[config.mk]
export PLATFORM = sky130hd
export DESIGN_NAME = minibyte_cu
export DESIGN_NICKNAME = d
export VERILOG_FILES = /design/src/rtl/minibyte_cu.sv
export SDC_FILE = /design/constraint.sdc
export NUM_CORES = 1
export LEC_CHECK = 0
export ABC_CLOCK_PERIOD_IN_PS = 2530
export CAP_MARGIN = 40
export CORE_MARGIN = 2
export CORE_UTILIZATION = 35
export DETAILED_ROUTE_END_ITERATION = 10
export GPL_TIMING_DRIVEN = 0
export PLACE_DENSITY = 0.73
export SETUP_SLACK_MARGIN = 0.1
export SLEW_MARGIN = 20
export SYNTH_ARGS = -nofsm -noshare
export SYNTH_HDL_FRONTEND = slang
export SYNTH_SLANG_ARGS = --single-unit
export TNS_END_PERCENT = 100
[constraint.sdc]
create_clock -name clk -period 2.53 [get_ports clk]
set_clock_uncertainty 0.1 [all_clocks]
set_input_delay 0.253 -clock clk [delete_from_list [all_inputs] [get_ports clk]]
set_output_delay 0.253 -clock clk [all_outputs]
set_load 0.01 [all_outputs]
[src/rtl/minibyte_cu.sv]
// Minibyte control unit: two-byte fetch/fetch/execute sequencer that drives
// the ALU operands and opcode and holds PC, A, IR, ARG and the Z/N flags.
module minibyte_cu (
  input  logic       clk,
  input  logic       rst,
  input  logic       run_in,
  output logic [7:0] mem_addr_out,
  input  logic [7:0] mem_data_in,
  output logic [7:0] mem_data_out,
  output logic       mem_we_out,
  output logic [7:0] alu_a_out,
  output logic [7:0] alu_b_out,
  output logic [2:0] alu_op_out,
  input  logic [7:0] alu_res_in,
  input  logic       alu_z_in,
  input  logic       alu_n_in,
  output logic [7:0] acc_out,
  output logic [7:0] pc_out,
  output logic [1:0] state_out,
  output logic       halted_out
);

  localparam int unsigned DW = 8;
  localparam int unsigned OPW = 3;

  localparam logic [3:0] OP_LDI  = 4'h1;
  localparam logic [3:0] OP_LDA  = 4'h2;
  localparam logic [3:0] OP_STA  = 4'h3;
  localparam logic [3:0] OP_ALUI = 4'h4;
  localparam logic [3:0] OP_ALUM = 4'h5;
  localparam logic [3:0] OP_JMP  = 4'h6;
  localparam logic [3:0] OP_JZ   = 4'h7;
  localparam logic [3:0] OP_JN   = 4'h8;
  localparam logic [3:0] OP_HALT = 4'hF;

  localparam logic [OPW-1:0] ALU_PASS_B = 3'b111;

  typedef enum logic [1:0] {
    S_FETCH_OP  = 2'd0,
    S_FETCH_ARG = 2'd1,
    S_EXEC      = 2'd2,
    S_HALT      = 2'd3
  } state_t;

  state_t        state;
  logic [DW-1:0] pc;
  logic [DW-1:0] acc;
  logic [DW-1:0] ir;
  logic [DW-1:0] arg;
  logic          z;
  logic          n;

  logic [3:0] opc;
  logic       is_alu_op;
  logic       uses_mem_b;
  logic       unused_ir_bit3;

  assign opc            = ir[7:4];
  assign unused_ir_bit3 = ir[3];
  assign is_alu_op      = (opc == OP_ALUI) || (opc == OP_ALUM);
  assign uses_mem_b     = (opc == OP_LDA) || (opc == OP_ALUM);

  // Memory and ALU drive decode straight from the held registers
  assign mem_addr_out = (state == S_EXEC) ? arg : pc;
  assign mem_data_out = acc;
  assign mem_we_out   = (state == S_EXEC) && (opc == OP_STA) && run_in && !rst;
  assign alu_a_out    = acc;
  assign alu_b_out    = uses_mem_b ? mem_data_in : arg;
  assign alu_op_out   = is_alu_op ? ir[2:0] : ALU_PASS_B;
  assign acc_out      = acc;
  assign pc_out       = pc;
  assign state_out    = 2'(state);
  assign halted_out   = (state == S_HALT);

  // Sequencer and architectural registers; run_in low freezes everything
  always_ff @(posedge clk) begin
    if (rst) begin
      state <= S_FETCH_OP;
      pc    <= '0;
      acc   <= '0;
      ir    <= '0;
      arg   <= '0;
      z     <= 1'b0;
      n     <= 1'b0;
    end else if (run_in) begin
      unique case (state)
        S_FETCH_OP: begin
          ir    <= mem_data_in;
          pc    <= pc + 8'd1;
          state <= S_FETCH_ARG;
        end
        S_FETCH_ARG: begin
          arg   <= mem_data_in;
          pc    <= pc + 8'd1;
          state <= S_EXEC;
        end
        S_EXEC: begin
          state <= S_FETCH_OP;
          case (opc)
            OP_LDI, OP_LDA, OP_ALUI, OP_ALUM: begin
              acc <= alu_res_in;
              z   <= alu_z_in;
              n   <= alu_n_in;
            end
            OP_JMP:  pc <= arg;
            OP_JZ:   if (z) pc <= arg;
            OP_JN:   if (n) pc <= arg;
            OP_HALT: state <= S_HALT;
            default: ;
          endcase
        end
        S_HALT: ;
        default: state <= S_FETCH_OP;
      endcase
    end
  end

endmodule

==> impl_metrics.xml <==
<?xml version="1.0" encoding="UTF-8"?>
<metrics>
  <group name="yosys">
    <metric name="synthTopCellsByArea" unit="">dfxtp_1 34%, mux2_2 6.6%, buf_4 6.2%</metric>
    <metric name="synth_area" unit="mm²">0.002059</metric>
    <metric name="synth_cell_type_count" unit="">44</metric>
    <metric name="synth_xor_area_share" unit="%">0</metric>
    <metric name="synth_flop_cell" unit="">dfxtp_1</metric>
    <metric name="synth_top_area_share" unit="%">34.02</metric>
    <metric name="combinational_family_with_the_most_area_after_synthesis" unit="">simple AND/OR/NAND/NOR gates</metric>
    <metric name="async_flop_share" unit="%">0</metric>
    <metric name="synth_edf_count" unit="">0</metric>
    <metric name="synth.yosys.warnings" unit="">0</metric>
    <metric name="synth.cells.most_frequent" unit="">35 x dfxtp_1, 31 x nand2_1, 20 x a21oi_1</metric>
    <metric name="synthCells" unit="">245</metric>
    <metric name="yosysTopAreaCell" unit="">dfxtp_1</metric>
    <metric name="post-synth-top-count-cell" unit="">dfxtp_1</metric>
    <metric name="synth_compound_area_share" unit="%">16.52</metric>
    <metric name="synth_simple_gate_area_share" unit="%">23.15</metric>
    <metric name="postSynthRegisterBits" unit="">35</metric>
    <metric name="post_synth_mux_area_share" unit="%">11.42</metric>
    <metric name="mappedNetlistNets" unit="">272</metric>
    <metric name="syn_area_per_cell" unit="µm²">8.406</metric>
    <metric name="synth_seq_area_share" unit="%">34.02</metric>
    <metric name="synth_adder_area_share" unit="%">3.645</metric>
  </group>
  <group name="place">
    <metric name="post-place-cells" unit="">391</metric>
    <metric name="detailed_place_hpwl" unit="mm">4.128</metric>
    <metric name="gpl.final_weighted_congestion" unit="">0.8901</metric>
    <metric name="placed_inst_area" unit="mm²">0.002890</metric>
    <metric name="portBuffers" unit="">74</metric>
    <metric name="place_worst_setup_slack" unit="ps">-129.6</metric>
  </group>
  <group name="setup_path">
    <metric name="timing.critical_path.required" unit="ps">2180</metric>
    <metric name="worstPathArrival" unit="ps">1970</metric>
    <metric name="crit_path_start_kind" unit="">register</metric>
    <metric name="crit_path_end_kind" unit="">primary output</metric>
    <metric name="crit_path_max_fanout" unit="">10</metric>
    <metric name="worstSetupPathType" unit="">reg2out</metric>
  </group>
  <group name="floorplan">
    <metric name="chipHeight" unit="µm">80.71</metric>
    <metric name="fp.coreArea" unit="mm²">0.005608</metric>
    <metric name="initial_utilization" unit="%">36.72</metric>
    <metric name="top_level_ports" unit="">76</metric>
    <metric name="floorplan.die.width" unit="µm">80.71</metric>
    <metric name="dieArea" unit="mm²">0.006514</metric>
    <metric name="rows" unit="">27</metric>
  </group>
  <group name="routing">
    <metric name="drcViolationCount" unit="">0</metric>
    <metric name="firstDrtPassIters" unit="">4</metric>
    <metric name="wl_per_cell" unit="µm">14.14</metric>
    <metric name="detail_route.vias_per_cell" unit="">5.128</metric>
    <metric name="vias" unit="">2046</metric>
    <metric name="drtIter0Drc" unit="">167</metric>
    <metric name="drt_wl_total" unit="mm">5.640</metric>
    <metric name="ant_nets" unit="">0</metric>
  </group>
  <group name="timing">
    <metric name="timing_max_transition_violations_final" unit="">0</metric>
    <metric name="final-hold-violation-count" unit="">0</metric>
    <metric name="worst_slew_pin_slew" unit="ps">652.1</metric>
    <metric name="timing.final.setup_violations" unit="">0</metric>
    <metric name="maxClockFrequency" unit="MHz">430.8</metric>
    <metric name="setup-tns-final" unit="ps">0</metric>
    <metric name="slew_headroom" unit="%">56.53</metric>
    <metric name="finalWorstSetupSlack" unit="ps">208.6</metric>
    <metric name="unrepaired_setup_endpoints_after_global_routing" unit="">false</metric>
    <metric name="timing.final.crit_period" unit="ps">2321</metric>
    <metric name="final_min_period_over_clock_period" unit="%">91.75</metric>
  </group>
  <group name="cells_and_area">
    <metric name="final_net_count" unit="">354</metric>
    <metric name="final_standard_cell_count_with_taps_included_and_fillers_excluded" unit="">399</metric>
    <metric name="ratio_of_cells_with_drive_above_1_in_the_final_layout" unit="%">18.35</metric>
    <metric name="layout.filler_cells" unit="">553</metric>
    <metric name="n_antenna_cell" unit="">0</metric>
    <metric name="layout-area-overhead-vs-synth" unit="%">47.63</metric>
    <metric name="fin_area" unit="mm²">0.003040</metric>
  </group>
  <group name="grt">
    <metric name="grt_use_total" unit="%">17.17</metric>
    <metric name="number_of_antenna_violations_at_the_first_check_in_global_routing" unit="">0</metric>
    <metric name="grt_first_pass_wirelength" unit="mm">8.714</metric>
    <metric name="largest_net_degree_at_the_start_of_global_routing" unit="">11</metric>
    <metric name="first_global_vias" unit="">1832</metric>
    <metric name="grt.overflow.total" unit="">0</metric>
  </group>
  <group name="cts">
    <metric name="tritoncts.num_buffers" unit="">5</metric>
    <metric name="cts-root-to-sink-buffers" unit="">2</metric>
    <metric name="cts_max_level" unit="">2</metric>
    <metric name="cts_tree" unit="">built</metric>
    <metric name="clock_tree.root_cell" unit="">clkbuf_8</metric>
    <metric name="clkSinkCount" unit="">35</metric>
    <metric name="clock_pin_slew_worst_setup_and_hold_paths" unit="ps">60</metric>
    <metric name="clock_insertion_delay_worst_skew" unit="ps">290</metric>
  </group>
  <group name="pwr">
    <metric name="leakage_power_summed_over_all_cells" unit="nW">1.209</metric>
    <metric name="total_power" unit="mW">1.228</metric>
    <metric name="vdd_ir_drop_max" unit="mV">0.2531</metric>
    <metric name="p_per_area" unit="mW/mm²">404.0</metric>
  </group>
  <group name="status">
    <metric name="status" unit="">complete, no violations</metric>
  </group>
  <group name="job">
    <metric name="drv_cap" unit="">0</metric>
  </group>
  <group name="min_path">
    <metric name="min_delay_path_class" unit="">reg2reg</metric>
  </group>
</metrics>
[cells by family after synthesis]
family          count (synthesis)
compound gates                 47
buf+inv                        42
flops                          35
simple gates                   93
mux                            22
fa+ha+maj                       6
[stage by stage]
step	hold slack, ps	utilization [%]
after floorplan	300.2	-
after global placement	339.6	51.54
after detailed placement	345.9	51.54
after CTS	355.0	54.04
after global routing	393.1	54.22
final	354.8	54.22
[registers in the layout, indices dropped and copies added (netlist names)]
name,count
acc_out,8
arg,8
z,1
state_out,2
ir,7
n,1
pc_out,8
[path summary, 6_finish.rpt]
path / cells after the start / end / slack, ps / from
setup reg to reg: 7 / pc_out[6] / 400 / state_out[0]
hold reg to reg: 2 / ir[0] / 350 / ir[0]
setup / recovery: 7 / mem_addr_out[4] / 210 / state_out[0]
hold / removal: 2 / ir[0] / 350 / ir[0]
[cells in the final DEF (no fill, tap or decap), types with 9 or more instances in the layout]
cell type / n
buf_4: 17
mux2i_1: 10
dlygate4sd2_1: 9
clkdlybuf4s50_1: 61
nand2_1: 31
nand3_1: 17
dfxtp_1: 33
nor2_1: 16
a21oi_1: 19
mux2_2: 12
inv_1: 9
[power by group]
part / internal [mW] / switching, mW
Clock: 0.213 / 0.200
Sequential: 0.570 / 0.0187
Combinational: 0.116 / 0.111
Total: 0.899 / 0.329
[worst max-delay path, cell delays in order, from the launching register on]
cell and delay, ps:
dfxtp_2 340, inv_1 100, ha_2 210, clkbuf_8 160
clkbuf_8 170, nand2_1 90, nand2_1 80, clkdlybuf4s50_1 530
[layer usage]
| metal | wire length, µm | up-vias | GRT usage (%) |
|---|---|---|---|
| met2 | 2539 | 99 | 26.00 |
| met5 | 0 | - | 0 |
| met1 | 2612 | 930 | 23.80 |
| met4 | 48 | 0 | 6.780 |
| li1 | - | 1011 | - |
| met3 | 440 | 6 | 3.596 |
[repair_timing]
item                       CTS  global route
pin swaps                    0             0
buffers inserted             1             0
gates resized for setup     24             4
hold buffers                 0             0
setup endpoints to repair   15             4
[area by class of cell]
| class | count | area [µm²] | area share, % |
|---|---|---|---|
| Multi-Input combinational cell | 168 | 1141 | 37.53 |
| Timing Repair Buffer | 75 | 759.5 | 24.98 |
| Sequential cell | 35 | 703.2 | 23.13 |
| Buffer | 33 | 225.2 | 7.407 |
| Tap cell | 72 | 90.09 | 2.963 |
| Clock buffer | 6 | 82.58 | 2.716 |
| Inverter | 9 | 33.78 | 1.111 |
| Clock inverter | 1 | 5.005 | 0.1646 |
(Power assumes the default switching activity.)
